**src/rtl/approx_mac_acc_pkg.sv**
```systemverilog
// Shared types and constants for the approximate-multiplier MAC accumulator.
package approx_mac_pkg;

    typedef enum logic {ST_ACC, ST_DONE} state_e;

    localparam int PROD_W_DEF  = 16;
    localparam int ACC_W_DEF   = 24;
    localparam int MAX_LEN_DEF = 256;

    // Counter must represent MAX_LEN itself, hence the +1.
    function automatic int cnt_w(input int max_len);
        return $clog2(max_len + 1);
    endfunction

endpackage

```
**src/rtl/approx_mac_acc_if.sv**
```systemverilog
// Product-in / result-out handshake bundle for approx_mac_acc.
interface approx_mac_acc_if
    import approx_mac_pkg::*;
#(
    parameter int PROD_W = PROD_W_DEF,
    parameter int ACC_W  = ACC_W_DEF,
    parameter int CNT_W  = cnt_w(MAX_LEN_DEF)
);
    logic              in_valid;
    logic              in_ready;
    logic [PROD_W-1:0] in_prod;
    logic              in_last;
    logic              out_valid;
    logic              out_ready;
    logic [ACC_W-1:0]  out_sum;
    logic [CNT_W-1:0]  out_count;
    logic              out_ovf;

    modport master (
        output in_valid, in_prod, in_last, out_ready,
        input  in_ready, out_valid, out_sum, out_count, out_ovf
    );

    modport slave (
        input  in_valid, in_prod, in_last, out_ready,
        output in_ready, out_valid, out_sum, out_count, out_ovf
    );
endinterface

```
**src/rtl/approx_mac_acc_sat_add.sv**
```systemverilog
// Accumulator adder: ACC_W + zero-extended PROD_W, with carry-out as overflow
// and an optional clamp to all-ones.
module approx_sat_add #(
    parameter int PROD_W = 16,
    parameter int ACC_W  = 24,
    parameter int SAT    = 1
) (
    input  logic [ACC_W-1:0]  a,
    input  logic [PROD_W-1:0] b,
    output logic [ACC_W-1:0]  sum,
    output logic              ovf
);
    logic [ACC_W:0] full;

    // One extra bit captures the carry out of the accumulator width.
    always_comb begin
        full = {1'b0, a} + {{(ACC_W + 1 - PROD_W){1'b0}}, b};
        ovf  = full[ACC_W];
        // A clamped accumulator re-overflows on any nonzero term, so it sticks.
        sum  = ((SAT != 0) && ovf) ? {ACC_W{1'b1}} : full[ACC_W-1:0];
    end
endmodule

```
**src/rtl/approx_mac_acc.sv**
```systemverilog
// Packet accumulator for approximate-multiplier products: sums beats until
// in_last or MAX_LEN, then holds one result beat until the consumer takes it.
module approx_mac_acc
    import approx_mac_pkg::*;
#(
    parameter int  PROD_W  = PROD_W_DEF,
    parameter int  ACC_W   = ACC_W_DEF,
    parameter int  MAX_LEN = MAX_LEN_DEF,
    parameter int  SAT     = 1,
    localparam int CNT_W   = cnt_w(MAX_LEN)
) (
    input  logic             clk,
    input  logic             rst_n,
    input  logic             clr,
    approx_mac_acc_if.slave  bus
);
    state_e           state, state_nxt;
    logic [ACC_W-1:0] acc;
    logic [CNT_W-1:0] cnt;
    logic             ovf;
    logic [CNT_W-1:0] cnt_inc;
    logic [ACC_W-1:0] add_sum;
    logic             add_ovf;
    logic             rdy;
    logic             accept;
    logic             close;
    logic             take;

    logic             out_valid_q;
    logic [ACC_W-1:0] out_sum_q;
    logic [CNT_W-1:0] out_count_q;
    logic             out_ovf_q;

    approx_sat_add #(.PROD_W(PROD_W), .ACC_W(ACC_W), .SAT(SAT)) u_add (
        .a   (acc),
        .b   (bus.in_prod),
        .sum (add_sum),
        .ovf (add_ovf)
    );

    // State register.
    always_ff @(posedge clk) begin
        if (!rst_n) state <= ST_ACC;
        else        state <= state_nxt;
    end

    // Handshake decode and next-state logic; clr always returns to ACC.
    always_comb begin
        state_nxt = state;
        cnt_inc   = cnt + 1'b1;
        rdy       = (state == ST_ACC) && !clr && rst_n;
        accept    = bus.in_valid && rdy;
        close     = accept && (bus.in_last || (cnt_inc == CNT_W'(MAX_LEN)));
        take      = (state == ST_DONE) && bus.out_ready && !clr;
        if (clr) begin
            state_nxt = ST_ACC;
        end else begin
            case (state)
                ST_ACC:  if (close) state_nxt = ST_DONE;
                ST_DONE: if (bus.out_ready) state_nxt = ST_ACC;
                default: state_nxt = ST_ACC;
            endcase
        end
    end

    // Running sum, term count, sticky overflow and the held result beat.
    always_ff @(posedge clk) begin
        if (!rst_n) begin
            acc         <= '0;
            cnt         <= '0;
            ovf         <= 1'b0;
            out_valid_q <= 1'b0;
            out_sum_q   <= '0;
            out_count_q <= '0;
            out_ovf_q   <= 1'b0;
        end else if (clr) begin
            // Result registers keep their last values; only validity drops.
            acc         <= '0;
            cnt         <= '0;
            ovf         <= 1'b0;
            out_valid_q <= 1'b0;
        end else if (accept) begin
            acc <= add_sum;
            cnt <= cnt_inc;
            ovf <= ovf | add_ovf;
            if (close) begin
                out_sum_q   <= add_sum;
                out_count_q <= cnt_inc;
                out_ovf_q   <= ovf | add_ovf;
                out_valid_q <= 1'b1;
            end
        end else if (take) begin
            acc         <= '0;
            cnt         <= '0;
            ovf         <= 1'b0;
            out_valid_q <= 1'b0;
        end
    end

    assign bus.in_ready  = rdy;
    assign bus.out_valid = out_valid_q;
    assign bus.out_sum   = out_sum_q;
    assign bus.out_count = out_count_q;
    assign bus.out_ovf   = out_ovf_q;
endmodule
```
**src/flat_wrapper.sv**
```systemverilog
// flat-port wrapper written by rule: the top's interface ports become plain ports
module approx_mac_acc_flat import approx_mac_pkg::*;
#(
    parameter int  PROD_W  = PROD_W_DEF,
    parameter int  ACC_W   = ACC_W_DEF,
    parameter int  MAX_LEN = MAX_LEN_DEF,
    parameter int  SAT     = 1,
    localparam int CNT_W   = cnt_w(MAX_LEN)
)
  (clk, rst_n, clr, bus_in_valid, bus_in_prod, bus_in_last, bus_out_ready, bus_in_ready, bus_out_valid, bus_out_sum, bus_out_count, bus_out_ovf);
  approx_mac_acc_if #(.PROD_W(PROD_W), .ACC_W(ACC_W)) bus_i ();
  input  logic clk;
  input  logic rst_n;
  input  logic clr;
  input wire logic [$bits(bus_i.in_valid)-1:0] bus_in_valid;
  input wire logic [$bits(bus_i.in_prod)-1:0] bus_in_prod;
  input wire logic [$bits(bus_i.in_last)-1:0] bus_in_last;
  input wire logic [$bits(bus_i.out_ready)-1:0] bus_out_ready;
  output wire logic [$bits(bus_i.in_ready)-1:0] bus_in_ready;
  output wire logic [$bits(bus_i.out_valid)-1:0] bus_out_valid;
  output wire logic [$bits(bus_i.out_sum)-1:0] bus_out_sum;
  output wire logic [$bits(bus_i.out_count)-1:0] bus_out_count;
  output wire logic [$bits(bus_i.out_ovf)-1:0] bus_out_ovf;
  assign bus_i.in_valid = bus_in_valid;
  assign bus_i.in_prod = bus_in_prod;
  assign bus_i.in_last = bus_in_last;
  assign bus_i.out_ready = bus_out_ready;
  assign bus_in_ready = bus_i.in_ready;
  assign bus_out_valid = bus_i.out_valid;
  assign bus_out_sum = bus_i.out_sum;
  assign bus_out_count = bus_i.out_count;
  assign bus_out_ovf = bus_i.out_ovf;
  approx_mac_acc #(.PROD_W(PROD_W), .ACC_W(ACC_W), .MAX_LEN(MAX_LEN), .SAT(SAT)) u_core (.clk(clk), .rst_n(rst_n), .clr(clr), .bus(bus_i));
endmodule
```
**config.mk**
```make
export PLATFORM = sky130hd
export DESIGN_NAME = approx_mac_acc_flat
export DESIGN_NICKNAME = d
export VERILOG_FILES = /design/src/rtl/approx_mac_acc_pkg.sv /design/src/rtl/approx_mac_acc_if.sv /design/src/rtl/approx_mac_acc_sat_add.sv /design/src/rtl/approx_mac_acc.sv /design/src/flat_wrapper.sv
export SDC_FILE = /design/constraint.sdc
export NUM_CORES = 1
export LEC_CHECK = 0
export BUFFER_PORTS_ARGS = -buffer_cell sky130_fd_sc_hd__buf_4
export CAP_MARGIN = 20
export CORE_UTILIZATION = 60
export DETAILED_ROUTE_END_ITERATION = 10
export MAX_ROUTING_LAYER = met4
export PLACE_DENSITY = 0.87
export SYNTH_ARGS = -nofsm -noshare
export SYNTH_HDL_FRONTEND = slang
export SYNTH_SLANG_ARGS = --single-unit
```
**constraint.sdc**
```tcl
create_clock -name clk -period 5.47 [get_ports clk]
set_input_delay 0 -clock clk [delete_from_list [all_inputs] [get_ports clk]]
set_output_delay 0 -clock clk [all_outputs]
set_load 0.01 [all_outputs]
```
Yosys cells after proc, flatten, opt, wreduce, memory -nomap -nowiden

Cells that the tools add are included.

Word-level logic and storage cells: 40
Flip-flop bits (word level): 70

Equality and inequality tests: 2
Add/sub/neg operators: 2
Muxes and demuxes: 12
Reductions and logical operators: 12
Bitwise logic cells: 4

Operators by type and width:

| cell                | number |
|---|---|
| $mux 24             | 3 |
| $add 24x16->25      | 1 |
| $mux 9              | 2 |
| $add 9x1->9 const B | 1 |
| $eq 9x9->1 const B  | 1 |
| $logic_and 1x1->1   | 6 |
| $mux 1              | 6 |
| $not 1->1           | 3 |
| $reduce_and 3->1    | 1 |
| $ne 2x2->1 const B  | 1 |
| $pmux 1 s2          | 1 |
| $reduce_and 2->1    | 1 |
| $reduce_bool 2->1   | 1 |
| $reduce_or 2->1     | 1 |
| $logic_not 1->1     | 1 |
| $logic_or 1x1->1    | 1 |
| $or 1x1->1          | 1 |

Depth between registers and ports, before layout

Gate-level depths: netlist of run 1.

Depth in word-level cells: 7
Mapped depth: 10
Gate-level depth less buffers: 9

Cells and area by module

Synthesis of run 1 repeated with hierarchy kept, for this count alone.

Cell total of the unflattened synthesis: 481
Area, all modules: 4115.2 um^2

By module, submodules not included:

| module         | cells each | area an instance (um^2) | instances |
|---|---|---|---|
| approx_mac_acc | 296        | 2882.8                  | 1 |
| approx_sat_add | 185        | 1232.4                  | 1 |

Least setup slack after synthesis of run 1

No wires, ideal clock.

Kind: reg-to-reg
From: register u_core.acc[0]
To: register u_core.acc[10]
Buffers on the path: 1
Setup slack: 3005 ps
Cell stages (with the launch flop): 10
Period minus slack after synthesis: 2465 ps
Data arrival time: 2348 ps
Required time: 5353 ps
Cells stage by stage: dfxtp_1 ha_1 fa_1 a211oi_1 nor4_1 a2111oi_4 or2_4 buf_6 nand2_2 a22o_1

Longest elaborated chain between the ends: 3

RTL lines:

| element                  | RTL line                     | text |
|---|---|---|
| start: declaration       | approx_mac_acc.sv:18         | `logic [ACC_W-1:0] acc;` |
| start signal: assignment | approx_mac_acc.sv:83         | `acc <= add_sum;` |
| $add 24x16->25           | approx_mac_acc_sat_add.sv:17 | `full = {1'b0, a} + {{(ACC_W + 1 - PROD_W){1'b0}}, b};` |
| $mux 24                  | approx_mac_acc_sat_add.sv:20 | `sum = ((SAT != 0) && ovf) ? {ACC_W{1'b1}} : full[ACC_W-1:0];` |
| $mux 24                  | approx_mac_acc.sv:82         | `end else if (accept) begin` |

No other way between the ends.
A chain may end at the register's enable or synchronous reset.

Worst setup path after layout of run 1

From: register u_core.acc[0]
To: register u_core.acc[12]

The elaborated chain is that of the path after synthesis.

==> impl_metrics.csv, run 1 <==
group,metric,value,unit
min_path,hold_class,"primary input to flop",
global_route,grt_pass1_wl,16700,µm
finish,seqCellArea,1400,µm²
logic_synthesis,syn_nets,532,
pwr,p_total,1.10,mW
sta,fmax,356,MHz
cts,htreeDepth,3,
logic_synthesis,ys_types,61,
sta,fin_crit,2810,ps
cts,cts_buffer_depth,2,
flow_run,drv_cap,0,
sta,worstMarginPinSlew,967,ps
logic_synthesis,postSynth.asyncResetShare,0,
floorplan,dieArea,6980,µm²
cts,cts_tree,"done",
sta,max-slew-margin-rel,0.354,
global_route,antenna_found_initial,0,
logic_synthesis,yosys.cell_count.top_type,"dfxtp_1",
sta,finalCritPeriodShare,0.514,
cts,cts_made_buffers,9,
worst_setup_path,cp_max_fo,21,
logic_synthesis,synthFlopType,"dfxtp_1",
floorplan,rows,29,
logic_synthesis,yosys_warnings,0,
sta,grt_setup_unrepaired,"false",
global_route,grt.total_usage,0.307,
cts,cts.clk_slew.worst_paths,80,ps
placed_design,dp_cells,590,
logic_synthesis,syn_avg_cell_area,8.12,µm²
finish,instances_no_fill,610,
routing,drc,0,
cts,cts_sinks,70,
worst_setup_path,startpoint_type,"flop",
routing,first_pass_iters,6,
finish,fin_util,0.717,
floorplan,num_io_pins,58,
worst_setup_path,reg2reg_depth,8,
outcome,outcome,"complete, no violations",
logic_synthesis,netlist_top_cells_count,"dfxtp_1, nor2_1, a21oi_1",
routing,route.vias.total,3835,
floorplan,dieWidth,83.5,µm
sta,final.setup.tns,0,ps
cts,post_cts_resized,0,
sta,maxSlewViolCount,0,
worst_setup_path,reg2reg_setup_slack,2660,ps
routing,wl_per_cell,16.8,µm
sta,setup_viol_count_final,0,
finish,syn_to_final_growth,14.8,%
floorplan,core-area,6390,µm²
finish,fillers,510,
min_path,hold_path_depth,4,
sta,whs,25.7,ps
pwr,power_density,240,nW/µm²
logic_synthesis,ys_seq_elements,70,
logic_synthesis,synth_cells,491,
sta,fin_skew,10.1,ps
routing,routed_wl,10200,µm
routing,drt_iter0_markers,275,
global_route,grt_pass1_vias,3438,
routing,ant_nets,0,
worst_setup_path,critPathCaptureType,"flop",
logic_synthesis,netlist_area,3990,µm²
global_route,grt_max_degree,62,
logic_synthesis,yosysTopAreaCellShare,0.351,
worst_setup_path,setup.worst_path.class,"flop to flop",
routing,viasPerCell,6.29,
cts,clock_latency,360,ps
logic_synthesis,seq_area_frac_synth,0.351,
logic_synthesis,synth_area_leaders,"dfxtp_1, nor2_1, ha_1",
logic_synthesis,synth-edff-count,0,
pwr,ir_drop,0.168,mV
worst_setup_path,cp.arrival,3070,ps
pwr,p_leak,1.83,nW
global_route,grt-ovfl-total,0,
cts,cts_root_buffer,"clkbuf_8",
placed_design,gp_congestion,0.879,
worst_setup_path,required,5730,ps
finish,drive_above_1_share,0.169,
finish,multiInputGateArea,2370,µm²
finish,layout.nets,569,
sta,finalHoldViolCount,0,
finish,insertedDiodeCount,0,
placed_design,dpl.hpwl,6770,µm
floorplan,initial_utilization,0.625,
placed_design,port_buffers,57,
logic_synthesis,synth_largest_area_cell,"dfxtp_1",
floorplan,dieHeight,83.5,µm
==> worst max-delay path, cell delays in order, from the launching register on <==
cell and delay, ps:
dfxtp_1 320, ha_1 210, fa_1 440, a211oi_1 350, nor4_1 150, a2111oi_4 520
or2_4 410, a21oi_1 110, a21o_1 200
==> through the flow <==
stage	cell area, µm²	setup slack [ps]
2_1_floorplan	3990	3000
3_3_place_gp	4330	2670
3_5_place_dp	4330	2520
4_1_cts	4540	2480
5_1_grt	4580	2480
6_report	4580	2660
==> cells by family (layout without fill, tap and decap cells) <==
group,Yosys count,count (layout),synth area share
AOI/OAI and AO/OA,168,168,0.272
and+or+nand+nor,160,160,0.189
DFF,70,70,0.351
buffers and inverters,42,84,0.0549
xor gates and xnor gates,27,27,0.0593
adders and majority gates,19,19,0.0615
muxes,5,5,0.0125
==> area by class of cell <==
type / count / area share
repair buffers: 62 / 0.107
flip-flops and latches: 70 / 0.306
clock buffers: 9 / 0.0271
inverters: 6 / 0.00492
multi-input cells: 379 / 0.518
well taps: 77 / 0.0210
clock inverters: 7 / 0.0161
==> flip-flops by register name, summed over array words and instances (netlist names) <==
name                  flops
u_core.bus.out_valid      1
u_core.cnt                9
u_core.ovf                1
u_core.bus.out_sum       24
u_core.acc               24
u_core.bus.out_ovf        1
u_core.state              1
u_core.bus.out_count      9
==> power breakdown <==
part / total, mW / switching, mW / internal (mW) / leakage, nW
logic: 0.143 / 0.0835 / 0.0593 / 1.16
clock network: 0.426 / 0.214 / 0.212 / 0.0996
registers: 0.529 / 0.00709 / 0.521 / 0.567
==> per-layer routing <==
metal	global-route usage	part of all wire	routed length (µm)
met1	0.396	0.44	4470
met2	0.485	0.47	4860
met3	0.0475	0.069	709
met4	0.126	0.020	206
met5	-	0	0
==> final timing paths <==
kind / start / to
setup / recovery: u_core.acc[0] / u_core.acc[12]
setup reg to reg: u_core.acc[0] / u_core.acc[12]
hold / removal: bus_in_valid / u_core.cnt[1]
hold reg to reg: u_core.acc[14] / u_core.acc[14]
==> cell usage in the layout, fill, tap and decap left out, types with 11 or more instances in the layout <==
| cell | n |
|---|---|
| a21o_1 | 19 |
| nand2_1 | 40 |
| o21ai_0 | 42 |
| nor2_1 | 68 |
| a211oi_1 | 14 |
| dfxtp_1 | 70 |
| a21oi_1 | 44 |
| xnor2_1 | 18 |
| ha_1 | 18 |
| a31oi_1 | 11 |
| buf_4 | 59 |
==> what timing repair did <==
action / CTS / global route
hold endpoints to repair: 11 / 0
buffers inserted: 0 / 0
hold buffers: 2 / 0
Note: power is estimated with default switching activity, not from simulation.
==> inputs of run 2 (changes only) <==
--- a/config.mk
+++ b/config.mk
@@ -7,10 +7,10 @@
 export LEC_CHECK = 0
 export BUFFER_PORTS_ARGS = -buffer_cell sky130_fd_sc_hd__buf_4
 export CAP_MARGIN = 20
-export CORE_UTILIZATION = 60
+export CORE_UTILIZATION = 57
 export DETAILED_ROUTE_END_ITERATION = 10
 export MAX_ROUTING_LAYER = met4
-export PLACE_DENSITY = 0.87
+export PLACE_DENSITY = 0.84
 export SYNTH_ARGS = -nofsm -noshare
 export SYNTH_HDL_FRONTEND = slang
 export SYNTH_SLANG_ARGS = --single-unit
==> constraint.sdc (replaced) <==
create_clock -name clk -period 2.6 [get_ports clk]
set_input_delay 0 -clock clk [delete_from_list [all_inputs] [get_ports clk]]
set_output_delay 0 -clock clk [all_outputs]
set_load 0.01 [all_outputs]
==> run 2 against run 1 <==
Effect of this change: sequential share of layout area decreased by 2.0 points; global-route usage grew 0.56 points; total power up 130%; first-iteration DRC count increased by 43%; highest routed layer unchanged; fmax increased by 12%; critical path type unchanged.
==> impl_metrics.csv, run 2 (synthesized netlist as in run 1, its figures left out) <==
group,metric,value,unit
outcome,outcome,"complete, no violations",
finish,final_common_cell,"buf_4",
cts,cts_tree,"done",
cts,cts_sinks,70,
floorplan,dieWidth,85.7,µm
placed_design,dp_cells,637,
global_route,antenna_found_initial,0,
sta,final.setup.tns,0,ps
routing,routed_wl,11000,µm
routing,route.met2.wl,5010,µm
pwr,power_density,513,nW/µm²
finish,final_cell_mix,"buf_4, dfxtp_1, nor2_1, a21oi_1, nand2_1",
worst_setup_path,crit_buf_inv,0,
finish,layout.nets,597,
cts,cts_root_buffer,"clkbuf_8",
cts,clock_latency,360,ps
pwr,ir_drop,0.508,mV
min_path,hold-path-endpoint,"u_core.state",
min_path,min-delay-start,"bus_out_ready",
sta,setup_viol_count_final,0,
pwr,power_frac_clock,0.423,
worst_setup_path,cp.arrival,2760,ps
worst_setup_path,path_delay_family,"compound AO/OA/AOI/OAI gates",
min_path,hold_path_depth,3,
placed_design,gp_congestion,0.978,
worst_setup_path,critPathCaptureType,"flop",
global_route,grt_pass1_wl,17500,µm
routing,wl_per_cell,16.7,µm
cts,cts_made_buffers,9,
sta,max-slew-margin-rel,0.542,
worst_setup_path,path_cells,"ha_1 -> fa_2 -> a211oi_2 -> nor4_2 -> a2111oi_4 -> or2_4 -> nand2_2 -> a22o_1",
sta,worstMarginPinSlew,687,ps
floorplan,core-area,6790,µm²
worst_setup_path,r2r_start,"u_core.acc[0]",
worst_setup_path,reg2reg_depth,8,
routing,highest_layer,"met4",
routing,viasPerCell,6.16,
routing,drt_iter0_markers,394,
worst_setup_path,timing.rr.end,"u_core.acc[10]",
sta,fin_crit,2510,ps
worst_setup_path,setup.worst_path.class,"flop to flop",
worst_setup_path,startpoint_type,"flop",
routing,drc,0,
finish,instances_no_fill,657,
routing,ant_nets,0,
sta,grt_setup_unrepaired,"false",
min_path,hold_class,"primary input to flop",
worst_setup_path,required,2850,ps
worst_setup_path,reg2reg_setup_slack,90,ps
routing,first_pass_iters,5,
floorplan,dieHeight,85.7,µm
flow_run,drv_cap,0,
global_route,grt_max_degree,35,
pwr,comb_power_share,0.135,
pwr,seqPwrFrac,0.443,
floorplan,initial_utilization,0.587,
finish,drive_above_1_share,0.219,
worst_setup_path,cp_slowest_cell,"a2111oi_4",
placed_design,pre_cts_slack,-11.0,ps
global_route,grt-ovfl-total,0,
worst_setup_path,cp_max_fo,11,
sta,finalCritPeriodShare,0.964,
global_route,grt_pass1_vias,3684,
finish,insertedDiodeCount,0,
pwr,p_int,1.87,mW
placed_design,port_buffers,57,
pwr,netSwitchingPower,646,µW
finish,syn_to_final_growth,22.8,%
routing,drt-met1-wl,4650,µm
routing,route.vias.total,4045,
placed_design,dpl.hpwl,7650,µm
routing,wl_met3,947,µm
sta,fin_ws,94.2,ps
floorplan,num_io_pins,58,
cts,cts.clk_slew.worst_paths,70,ps
floorplan,dieArea,7340,µm²
worst_setup_path,cp_slowest_stage_delay,490,ps
sta,maxSlewViolCount,0,
cts,cts_buffer_depth,2,
sta,fmax,399,MHz
cts,htreeDepth,3,
floorplan,rows,30,
pwr,p_leak,1.98,nW
sta,finalHoldViolCount,0,
sta,fin_skew,6.40,ps
global_route,grt.total_usage,0.313,
pwr,swShare,0.257,
run 2: cell count changes in the layout (fill, tap and decap cells not counted), sizes merged:
| cell | before | now |
|---|---|---|
| buf | 60 | 88 |
| clkinv | 4 | 0 |
| clkbuf | 9 | 12 |
| bufinv | 1 | 2 |
| dlygate4sd3 | 2 | 1 |
| or2 | 2 | 3 |
run 2: cell type report:
class                   instances  area, µm²
flip-flops and latches         70       1400
fillers                       512       1900
well taps                      96        120
clock buffers                  12        165
multi-input cells             380       2420
clock inverters                 4       76.3
repair buffers                 89        696
inverters                       6       22.5
run 2: routing by layer:
| layer | vias up | GRT usage |
|---|---|---|
| met3 | 47 | 0.0423 |
| li1 | 1897 | - |
| met1 | 1861 | 0.400 |
| met4 | 0 | 0.144 |
| met2 | 240 | 0.492 |
| met5 | - | - |
run 2: worst max-delay path by stage:
stage	startpoint	endpoint	slack [ps]	cells past startpoint
2_1_floorplan	u_core.acc[0]	u_core.acc[10]	130	9
3_3_place_gp	u_core.acc[0]	u_core.bus.out_sum[22]	60	8
3_5_place_dp	u_core.acc[0]	u_core.bus.out_sum[22]	-10	8
4_1_cts	u_core.acc[0]	u_core.acc[10]	3	8
5_1_grt	u_core.cnt[0]	u_core.bus.out_sum[22]	40	9
6_report	u_core.acc[0]	u_core.acc[10]	90	8
run 2: through the flow:
stage	util	hold WS, ps	power, mW	cell area (µm²)
after floorplan	-	148	1.33	3990
after global placement	0.675	307	1.45	4580
after detailed placement	0.675	310	1.46	4580
after CTS	0.712	1.44	2.50	4840
after global routing	0.721	21.6	2.59	4900
final	0.721	15.4	2.51	4900
run 2: repair_timing:
action                                  CTS  global route
gates resized for setup                   1            11
hold buffers                              1             0
gates cloned                              0             1
buffers inserted                          0             1
endpoints found under the setup margin    1            33
hold endpoints to repair                 11             0
pin swaps                                 0             3
run 2: worst reg2reg max path: stages, from the launching register on:
cell and delay (ps):
dfxtp_1 320, ha_1 210, fa_2 380, a211oi_2 280, nor4_2 120, a2111oi_4 490
or2_4 310, nand2_2 60, a22o_1 220
run 2: power by group through the flow:
stage	sequential, mW	combinational [mW]	clock [mW]
CTS	1.11	0.326	1.07
global route	1.11	0.367	1.10
finish	1.11	0.339	1.06
global placement	1.14	0.312	0
detailed placement	1.14	0.320	0
floorplan	1.14	0.185	0
==> inputs of run 3 (changes only) <==
--- a/config.mk
+++ b/config.mk
@@ -5,12 +5,13 @@
 export SDC_FILE = /design/constraint.sdc
 export NUM_CORES = 1
 export LEC_CHECK = 0
+export ABC_AREA = 1
 export BUFFER_PORTS_ARGS = -buffer_cell sky130_fd_sc_hd__buf_4
 export CAP_MARGIN = 20
-export CORE_UTILIZATION = 57
+export CORE_UTILIZATION = 53
 export DETAILED_ROUTE_END_ITERATION = 10
 export MAX_ROUTING_LAYER = met4
-export PLACE_DENSITY = 0.84
+export PLACE_DENSITY = 0.81
 export SYNTH_ARGS = -nofsm -noshare
 export SYNTH_HDL_FRONTEND = slang
 export SYNTH_SLANG_ARGS = --single-unit
==> constraint.sdc (replaced) <==
create_clock -name clk -period 2.3 [get_ports clk]
set_input_delay 0 -clock clk [delete_from_list [all_inputs] [get_ports clk]]
set_output_delay 0 -clock clk [all_outputs]
set_load 0.01 [all_outputs]
==> run 3 against run 2 <==
Effect of this change: wire length up 14%; global-route usage shrank 1.4 points; non-clock buffer count decreased by 11; total power increased by 11%; design area is 12% higher; sequential power increased by 13%; count of clock-buffer cells in the layout fell by 3; die area grew 25%; critical path type unchanged; critical endpoint is now u_core.bus.out_sum[0]; highest routed layer unchanged.
==> impl_metrics.csv, run 3 <==
group,metric,value,unit
floorplan,dieArea,9170,µm²
routing,routed_wl,12500,µm
sta,fmax,461,MHz
floorplan,rows,33,
sta,max-slew-margin-rel,0.739,
worst_setup_path,r2r_start,"u_core.acc[0]",
placed_design,port_buffers,57,
routing,highest_layer,"met4",
sta,fin_ws,131,ps
floorplan,dieHeight,95.8,µm
global_route,grt.total_usage,0.299,
logic_synthesis,yosys.cell_count.top_type,"nand2_1",
logic_synthesis,netlist_top_cells_count,"nand2_1, nor2_1, inv_1",
logic_synthesis,ys_types,29,
routing,viasPerCell,5.10,
cts,cts_root_buffer,"clkbuf_8",
routing,wl_per_cell,13.4,µm
worst_setup_path,setup.worst_path.class,"flop to flop",
outcome,outcome,"complete, no violations",
logic_synthesis,yosys.area_share.adder,0.0526,
sta,setup_viol_count_final,0,
routing,drt-met1-wl,5550,µm
sta,fin_crit,2170,ps
routing,drt_iter0_markers,239,
placed_design,pre_cts_slack,-76.2,ps
worst_setup_path,reg2reg_setup_slack,130,ps
cts,htreeDepth,3,
worst_setup_path,cp_max_fo,8,
logic_synthesis,synth_cells,763,
logic_synthesis,synth.mux.area_fraction,0,
logic_synthesis,synthFlopType,"dfxtp_1",
worst_setup_path,timing.rr.end,"u_core.bus.out_sum[0]",
global_route,grt_max_degree,34,
worst_setup_path,startpoint_type,"flop",
sta,worstMarginPinSlew,392,ps
global_route,grt_pass1_vias,4503,
pwr,p_leak,2.88,nW
logic_synthesis,synth_largest_area_cell,"dfxtp_1",
logic_synthesis,yosysTopAreaCellShare,0.301,
cts,clock_latency,360,ps
flow_run,drv_cap,0,
finish,layout.nets,869,
sta,finalHoldViolCount,0,
logic_synthesis,ys_seq_elements,70,
worst_setup_path,worstSetupEndpoint,"u_core.bus.out_sum[0]",
placed_design,gp_congestion,0.894,
global_route,grt-ovfl-total,0,
sta,maxSlewViolCount,0,
placed_design,dp_cells,916,
cts,cts_sinks,70,
finish,final_common_cell,"nand2_1",
logic_synthesis,synth_compound_area_frac,0.0553,
finish,fillers,803,
logic_synthesis,synth-simple-area-share,0.445,
routing,drc,0,
placed_design,dpl.hpwl,9280,µm
sta,fin_skew,12.7,ps
finish,syn_to_final_growth,18.0,%
logic_synthesis,yosys_warnings,0,
finish,instances_no_fill,938,
cts,cts_made_buffers,9,
routing,route.met2.wl,6080,µm
worst_setup_path,required,2560,ps
logic_synthesis,syn_nets,804,
sta,grt_setup_unrepaired,"false",
pwr,power_density,506,nW/µm²
finish,final_cell_mix,"nand2_1, nor2_1, inv_1, buf_4, dfxtp_1",
routing,wl_met3,640,µm
finish,insertedDiodeCount,0,
logic_synthesis,synth_top_family_by_area,"simple AND/OR/NAND/NOR gates",
cts,cts_buffer_depth,2,
sta,final.setup.tns,0,ps
worst_setup_path,cp-startpoint,"u_core.acc[0]",
worst_setup_path,cp.arrival,2430,ps
floorplan,num_io_pins,58,
routing,route.vias.total,4787,
min_path,hold_class,"primary input to flop",
logic_synthesis,syn_avg_cell_area,6.11,µm²
logic_synthesis,seq_area_frac_synth,0.301,
finish,seqCellArea,1400,µm²
floorplan,initial_utilization,0.556,
cts,cts_tree,"done",
logic_synthesis,synth_area_leaders,"dfxtp_1, nand2_1, nor2_1",
logic_synthesis,synth_xor_area_frac,0.0169,
floorplan,core-area,8380,µm²
routing,first_pass_iters,5,
finish,multiInputGateArea,2690,µm²
cts,cts.clk_slew.worst_paths,80,ps
routing,ant_nets,0,
worst_setup_path,critPathCaptureType,"flop",
floorplan,dieWidth,95.8,µm
logic_synthesis,postSynth.asyncResetShare,0,
global_route,antenna_found_initial,0,
logic_synthesis,netlist_area,4660,µm²
finish,drive_above_1_share,0.163,
sta,finalCritPeriodShare,0.943,
global_route,grt_pass1_wl,20400,µm
pwr,ir_drop,0.355,mV
worst_setup_path,reg2reg_depth,13,
logic_synthesis,synth-edff-count,0,
min_path,min-delay-start,"bus_in_valid",
[run 3: cell families after synthesis]
logic type / count (synthesis)
adders and majority gates: 19
buffers and inverters: 142
DFF: 70
xor gates and xnor gates: 9
AOI/OAI and AO/OA: 51
and+or+nand+nor: 472
[run 3: critical path, stage by stage (launching register included)]
cell and delay [ps]:
dfxtp_1 340, ha_4 180, fa_2 400, nand2_2 90
nand2_2 80, nand3_2 90, nand2_1 80, nand2_1 80
nand2_2 90, nand2_4 110, inv_4 70, or2_2 290
nor2_1 110, nor2_1 40
[run 3: repair_timing]
item,4_1_cts,5_1_grt
setup buffers,1,1
endpoints found under the setup margin,20,26
pin swaps,1,2
hold endpoints to repair,5,0
hold buffers,4,0
gates resized for setup,3,8
[run 3: stage by stage]
step           hold WS [ps]  power, mW   util  area [µm²]
2_1_floorplan           153       1.50      -        4660
3_3_place_gp            280       1.62  0.618        5180
3_5_place_dp            306       1.62  0.618        5180
4_1_cts                39.5       2.78  0.652        5460
5_1_grt                62.5       2.88  0.656        5500
6_report               47.6       2.78  0.656        5500
[run 3: where the power goes]
group	internal [mW]	switching (mW)	total, mW	leakage (nW)
clock network	0.628	0.549	1.18	0.112
registers	1.24	0.0169	1.25	0.567
logic	0.143	0.208	0.351	2.20
total	2.01	0.774	2.78	2.88
[run 3: routing by layer]
layer | vias up | GRT usage
met5 | - | -
met4 | 0 | 0.114
met3 | 23 | 0.0466
met2 | 138 | 0.513
met1 | 2170 | 0.352
li1 | 2456 | -
[run 3: area by class of cell]
cell class	count	share of cell area
clock buffer	9	0.0225
clock inverter	7	0.0191
multi-input combinational	551	0.488
tap	105	0.0239
inverter	118	0.0823
timing repair buffer	78	0.109
sequential	70	0.255
[run 3: how the worst min path moves through the flow]
stage,end,slack [ps],depth (start not counted)
4_1_cts,u_core.cnt[1],40,5
3_3_place_gp,u_core.bus.out_count[2],280,3
6_report,u_core.cnt[1],50,5
3_5_place_dp,u_core.bus.out_count[2],310,3
2_1_floorplan,u_core.ovf,150,3
5_1_grt,u_core.cnt[1],60,4
